<file path="src/rtl/mux_scan_pkg.sv">
// Shared constants and state type for the mux scan sequencer and its channel picker.
package mux_scan_pkg;
  localparam int NUM_CH = 7;
  localparam int SEL_W  = 3;

  typedef enum logic [1:0] {
    IDLE = 2'd0,
    SCAN = 2'd1,
    HOLD = 2'd2
  } state_t;

  localparam logic [SEL_W-1:0] SEL_RESET = 3'd0;
endpackage

</file>
<file path="src/rtl/mux_ch_pick.sv">
// Combinational finder: lowest set mask bit strictly above i_cur, or lowest set bit when i_first=1.
module mux_ch_pick
  import mux_scan_pkg::*;
(
  input  logic [NUM_CH-1:0] i_mask,
  input  logic [SEL_W-1:0]  i_cur,
  input  logic              i_first,
  output logic [SEL_W-1:0]  o_next_sel,
  output logic              o_found
);

  // Scan from the top down so the last hit is the lowest qualifying channel.
  always_comb begin
    o_next_sel = SEL_RESET;
    o_found    = 1'b0;
    for (int i = NUM_CH - 1; i >= 0; i--) begin
      if (i_mask[i] && (i_first || (SEL_W'(i) > i_cur))) begin
        o_next_sel = SEL_W'(i);
        o_found    = 1'b1;
      end
    end
  end

endmodule

</file>
<file path="src/rtl/mux_scan_sequencer.sv">
// Walks the 7:1 mux select over enabled channels, samples each after a dwell window,
// and offers the assembled snapshot downstream.
module mux_scan_sequencer
  import mux_scan_pkg::*;
#(
  parameter int DWELL_W = 4
) (
  input  logic               clk,
  input  logic               rst,
  input  logic               start,
  input  logic [6:0]         ch_mask,
  input  logic [DWELL_W-1:0] dwell,
  output logic [2:0]         sel,
  input  logic               mux_out,
  output logic               busy,
  output logic [6:0]         snap,
  output logic               snap_valid,
  input  logic               snap_ready,
  output logic [1:0]         o_dbg_state
);

  state_t              r_state;
  logic [NUM_CH-1:0]   r_mask;
  logic [DWELL_W-1:0]  r_dwell;
  logic [DWELL_W-1:0]  r_cnt;
  logic [SEL_W-1:0]    r_sel;
  logic [NUM_CH-1:0]   r_acc;
  logic [NUM_CH-1:0]   r_snap;
  logic                r_snap_valid;
  logic                r_busy;

  logic [SEL_W-1:0]    w_first_sel;
  logic                w_first_found;
  logic [SEL_W-1:0]    w_next_sel;
  logic                w_next_found;
  logic [NUM_CH-1:0]   w_acc_merged;

  mux_ch_pick u_pick_first (
    .i_mask     (ch_mask),
    .i_cur      (SEL_RESET),
    .i_first    (1'b1),
    .o_next_sel (w_first_sel),
    .o_found    (w_first_found)
  );

  mux_ch_pick u_pick_next (
    .i_mask     (r_mask),
    .i_cur      (r_sel),
    .i_first    (1'b0),
    .o_next_sel (w_next_sel),
    .o_found    (w_next_found)
  );

  always_comb begin
    w_acc_merged        = r_acc;
    w_acc_merged[r_sel] = mux_out;
  end

  // Snapshot handshake: snap_valid stays high with snap stable until a cycle with
  // snap_valid & snap_ready; that edge is the transfer. snap_ready is ignored otherwise.
  always_ff @(posedge clk) begin
    if (rst) begin
      r_state      <= IDLE;
      r_mask       <= '0;
      r_dwell      <= '0;
      r_cnt        <= '0;
      r_sel        <= SEL_RESET;
      r_acc        <= '0;
      r_snap       <= '0;
      r_snap_valid <= 1'b0;
      r_busy       <= 1'b0;
    end else begin
      case (r_state)
        IDLE: begin
          if (start && w_first_found) begin
            r_mask  <= ch_mask;
            r_dwell <= dwell;
            r_cnt   <= dwell;
            r_acc   <= '0;
            r_sel   <= w_first_sel;
            r_busy  <= 1'b1;
            r_state <= SCAN;
          end
        end
        SCAN: begin
          if (r_cnt == '0) begin
            r_acc <= w_acc_merged;
            if (w_next_found) begin
              r_sel <= w_next_sel;
              r_cnt <= r_dwell;
            end else begin
              // sel stays on the last channel throughout HOLD
              r_snap       <= w_acc_merged;
              r_snap_valid <= 1'b1;
              r_state      <= HOLD;
            end
          end else begin
            r_cnt <= r_cnt - 1'b1;
          end
        end
        HOLD: begin
          if (snap_ready) begin
            r_snap_valid <= 1'b0;
            r_busy       <= 1'b0;
            r_sel        <= SEL_RESET;
            r_state      <= IDLE;
          end
        end
        default: r_state <= IDLE;
      endcase
    end
  end

  assign sel         = r_sel;
  assign busy        = r_busy;
  assign snap        = r_snap;
  assign snap_valid  = r_snap_valid;
  assign o_dbg_state = r_state;

endmodule
</file>
<file path="config.mk">
export PLATFORM = sky130hd
export DESIGN_NAME = mux_scan_sequencer
export DESIGN_NICKNAME = d
export VERILOG_FILES = /design/src/rtl/mux_scan_pkg.sv /design/src/rtl/mux_ch_pick.sv /design/src/rtl/mux_scan_sequencer.sv
export SDC_FILE = /design/constraint.sdc
export NUM_CORES = 1
export LEC_CHECK = 0
export BUFFER_PORTS_ARGS = -buffer_cell sky130_fd_sc_hd__buf_2
export CAP_MARGIN = 20
export CORE_ASPECT_RATIO = 1.5
export CORE_MARGIN = 10
export CORE_UTILIZATION = 35
export CTS_CLUSTER_SIZE = 10
export DETAILED_ROUTE_END_ITERATION = 16
export PLACE_DENSITY_LB_ADDON = 0.2
export REMOVE_ABC_BUFFERS = 1
export SLEW_MARGIN = 20
export SYNTH_ARGS = -nofsm -noshare
export SYNTH_HDL_FRONTEND = slang
export SYNTH_SLANG_ARGS = --single-unit
export TNS_END_PERCENT = 100
</file>
<file path="constraint.sdc">
create_clock -name clk -period 2.12 [get_ports clk]
set_input_delay 0.424 -clock clk [delete_from_list [all_inputs] [get_ports clk]]
set_output_delay 0.424 -clock clk [all_outputs]
set_load 0.01 [all_outputs]
</file>
==> out/metrics.csv, run 1 <==
stage;metric;value;unit
status;status;completed;
cells_and_area;fillers;571;
timing;post-route setup slack;0.167;ns
grt;antenna violations before repair;0;
placement;pre-CTS WS;0.0280;ns
power;LEAKAGE;0.986;nW
floorplanning;die area;0.00918;mm2
logic_synthesis;synth warn;0;
min_path;Worst Hold Class;in -> reg;
logic_synthesis;EDFF count, synth;0;
route;met2 wire length;2620;um
timing;post-route clock period utilization;0.921;
timing;Tightest Pin Transition;0.461;ns
clock_network;Clock Pin Slew Worst Setup and Hold Paths;0.08;ns
floorplanning;# rows;33;
route;Residual DRC;0;
logic_synthesis;top_reg_cell synth;dfxtp_1;
clock_network;CTS Buffer Depth;2;
clock_network;CTS Root Cell;clkbuf_8;
cells_and_area;layout cells sized above 1;0.276;
setup_path;Critical Path Most Common Cell;a211oi_1;
route;M1 WL;2170;um
setup_path;WP data arrival;2.16;ns
logic_synthesis;fraction of registers with async set/reset;0;
logic_synthesis;Syn Area/Cell;8.67;um2
clock_network;# H-tree levels;2;
floorplanning;die width;81.6;um
logic_synthesis;Mapped Cells;230;
clock_network;Skew-Pair Late Insertion Delay;0.29;ns
grt;total gr overflow;0;
cells_and_area;fin nets;294;
placement;HPWL after DPL;3830;um
grt;maximum number of pins on one net before global-route repair;20;
route;WL met3;257;um
power;PwrDens;1290;mW/mm2
setup_path;Crit path required time;2.33;ns
setup_path;CP max FO;7;
power;worst vdd ir;577;uV
floorplanning;Die H;112;um
cells_and_area;multi-input logic area;0.00121;mm2
timing;RSZ-0062 raised after global routing;no;
timing;fmax;512;MHz
setup_path;Critical Setup Path Class;reg -> reg;
logic_synthesis;Seq/Total Area, Yosys;0.352;
flow_run;MaxCap Viol Count;0;
route;vias per cell;5.24;
grt;first-pass GRT wire length;8700;um
cells_and_area;commonest non-fill, non-tap cell in the layout;nor2_1;
setup_path;crit-path cells;inv_1, ha_1, nor3b_4, nand2_2, o32ai_2, buf_4, a211oi_1, a211oi_1;
clock_network;CTS tree;yes;
route;Routed WL per cell;14.9;um
route;final wirelength;5140;um
setup_path;cell family with most CP delay;compound AO/OA/AOI/OAI gates;
cells_and_area;Register Area;701;um2
cells_and_area;Area Growth Syn to Fin;22.2;%
clock_network;total CTS buffers;5;
setup_path;slowest stage cell, crit path;nor3b_4;
timing;Setup Viol. Count Final;0;
cells_and_area;most frequent cells in the layout;nor2_1 (39), dfxtp_1 (35), buf_2 (29);
setup_path;Startpoint Class;register;
timing;final hold vios;0;
grt;vias in the first global route;1873;
setup_path;r2r setup slk;0.17;ns
grt;All-Layer GR Usage;0.116;
route;Final ANT Viol Nets;0;
placement;Placer Congestion;0.807;
timing;Slew headroom;0.692;
timing;worst hold margin;0.379;ns
logic_synthesis;Netlist cell types;55;
timing;Final Max Slew Viols;0;
logic_synthesis;Mapped Area;0.00199;mm2
timing;Layout Skew;0.00823;ns
route;first drt pass iteration count;4;
route;Highest Signal Layer;met4;
cells_and_area;Antenna diodes;0;
setup_path;CP Capture Type;register;
floorplanning;boundary pin count;30;
setup_path;WP buf/inv;2;
route;1st-iter DRT viols;76;
setup_path;biggest cell delay along the critical path;0.36;ns
timing;clock period minus worst slack;1.95;ns
floorplanning;CORE AREA;0.00549;mm2
logic_synthesis;flops & latches, synth;35;
placement;# port buffers;29;
route;via count;1809;
clock_network;clock sinks;35;
floorplanning;initial core utilization;0.363;
==> layout make-up <==
| class | instances | area share |
|---|---|---|
| multi-input cells | 171 | 0.498 |
| inverters | 11 | 0.0170 |
| clock inverters | 3 | 0.00822 |
| clock buffers | 5 | 0.0283 |
| repair buffers | 50 | 0.124 |
| flip-flops and latches | 35 | 0.288 |
| well taps | 70 | 0.0360 |
==> metrics by stage <==
step	instances	instance area, um2	util	power, W	TNS (ns)
2_1_floorplan	217	1930	-	0.00202	-0.447
3_3_place_gp	336	2320	0.422	0.00260	0
3_5_place_dp	336	2320	0.422	0.00261	0
4_1_cts	344	2410	0.438	0.00311	0
5_1_grt	345	2430	0.443	0.00341	0
6_report	345	2430	0.443	0.00315	0
==> path summary, 6_finish.rpt <==
kind	start	end	cells after the start
max	r_cnt[1]	r_cnt[1]	8
min	dwell[3]	r_dwell[3]	3
max reg2reg	r_cnt[1]	r_cnt[1]	8
min reg2reg	snap[0]	snap[0]	2
==> worst min-delay path, delay by kind of cell <==
family / cells / cell delay, ns
buffers and inverters: 1 / 0.08
muxes: 1 / 0.06
and+or+nand+nor: 1 / 0.07
==> power by group <==
part,internal [W],total (W),switching (W)
Clock,0.000229,0.000489,0.000260
Sequential,0.000804,0.000930,0.000126
Combinational,0.000822,0.00173,0.000907
Total,0.00186,0.00315,0.00129
==> cells in the mapped netlist (2+ instances only) <==
library cell	count	area share
nor2_1	39	0.073
dfxtp_1	35	0.35
mux2i_1	26	0.13
inv_1	11	0.021
a211oi_1	10	0.038
a21oi_1	10	0.025
clkbuf_1	9	0.017
nor3_1	7	0.018
nand2_1	6	0.011
nor2b_1	6	0.019
o21ai_0	6	0.015
ha_1	4	0.025
nand3_1	4	0.010
nand3b_1	4	0.015
nor3b_1	4	0.015
and2_1	3	0.0094
o31ai_1	3	0.011
a21boi_0	2	0.0075
buf_2	2	0.0050
mux2_2	2	0.011
nand2b_1	2	0.0063
or3_1	2	0.0063
==> registers in the layout (all words and copies together), names as in the netlist <==
signal,flops
snap,7
o_dbg_state,2
busy,1
r_mask,6
r_acc,7
snap_valid,1
sel,3
r_dwell,4
r_cnt,4
==> timing repair <==
action,CTS,global route
buffers inserted,0,1
hold buffers,0,0
setup endpoints to repair,0,4
gates resized for setup,0,4
endpoints found under the hold margin,0,0
==> kinds of logic after synthesis <==
| group | synth area share |
|---|---|
| AND/OR/NAND/NOR | 0.228 |
| AO/OA/AOI/OAI | 0.203 |
| flip-flops | 0.352 |
| multiplexers | 0.142 |
| buffers and inverters | 0.0502 |
| adder cells (fa/ha/maj) | 0.0251 |
==> layer usage <==
layer | track usage | vias to the layer above
li1 | - | 917
met1 | 0.133 | 841
met4 | 0.0387 | 0
met5 | 0 | -
met2 | 0.200 | 40
met3 | 0.0304 | 11
Power figures use the tool's default switching activity.
==> run 2, diff against run 1 <==
--- a/config.mk
+++ b/config.mk
@@ -5,6 +5,7 @@
 export SDC_FILE = /design/constraint.sdc
 export NUM_CORES = 1
 export LEC_CHECK = 0
+export ABC_AREA = 1
 export BUFFER_PORTS_ARGS = -buffer_cell sky130_fd_sc_hd__buf_2
 export CAP_MARGIN = 20
 export CORE_ASPECT_RATIO = 1.5
@@ -14,8 +15,10 @@
 export DETAILED_ROUTE_END_ITERATION = 16
 export PLACE_DENSITY_LB_ADDON = 0.2
 export REMOVE_ABC_BUFFERS = 1
+export SETUP_SLACK_MARGIN = 0.5
 export SLEW_MARGIN = 20
 export SYNTH_ARGS = -nofsm -noshare
 export SYNTH_HDL_FRONTEND = slang
+export SYNTH_HIERARCHICAL = 1
 export SYNTH_SLANG_ARGS = --single-unit
 export TNS_END_PERCENT = 100
==> run 2 against run 1 <==
  * Clock skew decreased by 0.0033 ns
  * Routed wire length up 7.4%
  * Sequential cell count increased by 1
  * First-iteration DRC count unchanged
  * Clock power increased by 3%
  * Register-to-register slack better by 0.37 ns
  * Count of clock-buffer cells in the layout increased by 3
  * Critical path type unchanged
==> out/metrics.csv, run 2 <==
stage;metric;value;unit;change
timing;setup TNS;0;ns;unchanged
timing;worst hold margin;0.389;ns;was 0.379 ns
placement;HPWL after DPL;4230;um;was 3830 um
flow_run;MaxCap Viol Count;0;;unchanged
logic_synthesis;Netlist cell types;26;;was 55
route;final wirelength;5520;um;was 5140 um
route;1st-iter DRT viols;76;;unchanged
logic_synthesis;synth warn;6;;was 0
logic_synthesis;flops & latches, synth;36;;was 35
setup_path;r2r setup slk;0.54;ns;was 0.17 ns
timing;post-route setup slack;0.536;ns;was 0.167 ns
cells_and_area;most frequent cells in the layout;nand2_1 (88), nor2_1 (44), inv_1 (32), dfxtp_1 (32), nand3_1 (31);;was nor2_1 (39), dfxtp_1 (35), buf_2 (29)
timing;Final Max Slew Viols;0;;unchanged
timing;Slew headroom;0.509;;was 0.692
logic_synthesis;main area contributors after synthesis;dfxtp_1 (32%), nand2_1 (17%), nor2_1 (9.3%);;was dfxtp_1 (35%), mux2i_1 (13%), nor2_1 (7.3%)
grt;antenna violations before repair;0;;unchanged
logic_synthesis;Syn Area/Cell;6.17;um2;was 8.67 um2
power;PwrDens;1360;mW/mm2;was 1290 mW/mm2
logic_synthesis;Seq/Total Area, Yosys;0.325;;was 0.352
placement;pre-CTS WS;0.196;ns;was 0.0280 ns
setup_path;WP data arrival;1.82;ns;was 2.16 ns
setup_path;Critical Path Most Common Cell;nand2_2;;was a211oi_1
route;via count;2279;;was 1809
route;Routed WL per cell;11.3;um;was 14.9 um
timing;RSZ-0062 raised after global routing;yes;;was no
clock_network;# H-tree levels;2;;unchanged
setup_path;biggest cell delay along the critical path;0.41;ns;was 0.36 ns
grt;grt peak-use layer;met2;;unchanged
floorplanning;# rows;35;;was 33
power;LEAKAGE;1.34;nW;was 0.986 nW
grt;total gr overflow;0;;unchanged
route;vias per cell;4.67;;was 5.24
clock_network;CTS tree;yes;;unchanged
setup_path;CP Capture Type;register;;unchanged
floorplanning;die width;85.0;um;was 81.6 um
logic_synthesis;share of the synthesized area in the top cell type;0.325;;was 0.352
cells_and_area;Antenna diodes;0;;unchanged
grt;met1 Track Usage GR;0.119;;was 0.133
clock_network;hold_buf cts;0;;unchanged
clock_network;CTS Buffer Depth;2;;unchanged
timing;Tightest Pin Transition;0.736;ns;was 0.461 ns
floorplanning;initial core utilization;0.359;;was 0.363
setup_path;slowest stage cell, crit path;dfxtp_4;;was nor3b_4
logic_synthesis;Mapped Cells;360;;was 230
floorplanning;CORE AREA;0.00617;mm2;was 0.00549 mm2
grt;grt met2 use;0.184;;was 0.200
placement;Placer Congestion;0.832;;was 0.807
power;worst vdd ir;723;uV;was 577 uV
timing;post-route clock period utilization;0.747;;was 0.921
clock_network;CTS Root Cell;clkbuf_8;;unchanged
clock_network;Skew-Pair Late Insertion Delay;0.29;ns;about the same
timing;Layout Skew;0.00488;ns;was 0.00823 ns
grt;All-Layer GR Usage;0.109;;was 0.116
setup_path;CP max FO;8;;was 7
timing;final hold vios;0;;unchanged
route;Residual DRC;0;;unchanged
timing;clock period minus worst slack;1.58;ns;was 1.95 ns
timing;Setup Viol. Count Final;0;;unchanged
status;status;completed;;unchanged
grt;maximum number of pins on one net before global-route repair;21;;was 20
logic_synthesis;commonest cells in the netlist;nand2_1 (98), nor2_1 (55), dfxtp_1 (36);;was nor2_1 (39), dfxtp_1 (35), mux2i_1 (26)
setup_path;Crit path required time;2.35;ns;was 2.33 ns
setup_path;Critical Setup Path Class;reg -> reg;;unchanged
floorplanning;boundary pin count;30;;unchanged
logic_synthesis;EDFF count, synth;0;;unchanged
clock_network;total CTS buffers;5;;unchanged
logic_synthesis;top-count cell post-synth;nand2_1;;was nor2_1
placement;# port buffers;29;;unchanged
clock_network;clock sinks;36;;was 35
cells_and_area;layout cells sized above 1;0.283;;was 0.276
setup_path;WP buf/inv;3;;was 2
route;Final ANT Viol Nets;0;;unchanged
setup_path;cell family with most CP delay;simple AND/OR/NAND/NOR gates;;was compound AO/OA/AOI/OAI gates
cells_and_area;Area Growth Syn to Fin;28.0;%;was 22.2%
grt;first-pass GRT wire length;9330;um;was 8700 um
floorplanning;die area;0.00999;mm2;was 0.00918 mm2
cells_and_area;fin nets;435;;was 294
route;first drt pass iteration count;4;;unchanged
cells_and_area;design area;0.00284;mm2;was 0.00243 mm2
placement;Placed Area;0.00250;mm2;was 0.00232 mm2
logic_synthesis;Mapped Area;0.00222;mm2;was 0.00199 mm2
logic_synthesis;largest area contributor in the netlist;dfxtp_1;;unchanged
setup_path;Startpoint Class;register;;unchanged
timing;fmax;631;MHz;was 512 MHz
clock_network;Clock Pin Slew Worst Setup and Hold Paths;0.07;ns;was 0.08 ns
setup_path;crit-path cells;inv_2, nand2_2, nand3_2, nand2_2, nand2_2, nor2_2, nand2_2, inv_2, nand2_4, nor2_4, buf_12, o21ai_1, nor2_1;;was inv_1, ha_1, nor3b_4, nand2_2, o32ai_2, buf_4, a211oi_1, a211oi_1
logic_synthesis;top_reg_cell synth;dfxtp_1;;unchanged
cells_and_area;commonest non-fill, non-tap cell in the layout;nand2_1;;was nor2_1
grt;vias in the first global route;2162;;was 1873
min_path;Worst Hold Class;in -> reg;;unchanged
grt;routing usage on met3;0.0298;;was 0.0304
floorplanning;Die H;118;um;was 112 um
logic_synthesis;fraction of registers with async set/reset;0;;unchanged
run 2: cell count changes after synthesis, moves of 7 or more:
cell,previous run,this run
nand3_1,4,35
inv_1,11,34
o21ai_0,6,22
nor3_1,7,0
nor2_1,39,55
a211oi_1,10,0
nor2_2,0,7
inv_2,0,9
mux2i_1,26,0
a21oi_1,10,23
nand2_1,6,98
run 2: timing repair:
action | CTS | global route
setup buffers | 4 | 1
endpoints found under the hold margin | 0 | 0
resized for setup | 10 | 54
setup endpoints to repair | 19 | 34
pin swaps | 3 | 22
run 2: metrics by stage:
stage,util,total power [W],instances
6_report,0.460,0.00385,488
5_1_grt,0.460,0.00423,488
4_1_cts,0.431,0.00355,487
3_5_place_dp,0.406,0.00294,475
3_3_place_gp,0.406,0.00293,475
2_1_floorplan,-,0.00245,368
run 2: worst paths after layout:
path / from / endpoint / cells after the start
worst max-delay path: sel[2] / snap[5] / 13
worst max register to register: sel[2] / snap[5] / 13
worst min register to register: r_dwell[0] / r_dwell[0] / 2
worst min-delay path: dwell[3] / r_dwell[3] / 3
run 2: tightest hold or removal path: cells and delay by family:
kind                   cells  cell delay [ns]
AO/OA/AOI/OAI              1             0.10
buffers and inverters      2             0.11
run 2: layout make-up:
type                            count  area, um2
Fill cell                         671       3330
Multi-Input combinational cell    288       1520
Sequential cell                    36        733
Timing Repair Buffer               38        238
Inverter                           44        165
Tap cell                           74       92.6
Clock buffer                        8       90.1
run 2: cell families after synthesis:
logic type,Yosys count,synth area share
and+or+nand+nor,211,0.419
AOI/OAI and AO/OA,54,0.127
buffers and inverters,51,0.0919
DFF,36,0.325
adders and majority gates,6,0.0338
other,2,0.00338
run 2: per-layer routing:
| layer | wire (um) | share of wire |
|---|---|---|
| met4 | 96 | 0.017 |
| met5 | 0 | 0 |
| met3 | 251 | 0.045 |
| met1 | 2350 | 0.42 |
| met2 | 2830 | 0.51 |
run 2: power by group:
part,switching (W),leakage (nW),internal (W)
clock network,0.000238,0.0455,0.000265
registers,0.000172,0.297,0.000864
logic,0.00143,0.994,0.000877
total,0.00184,1.34,0.00201
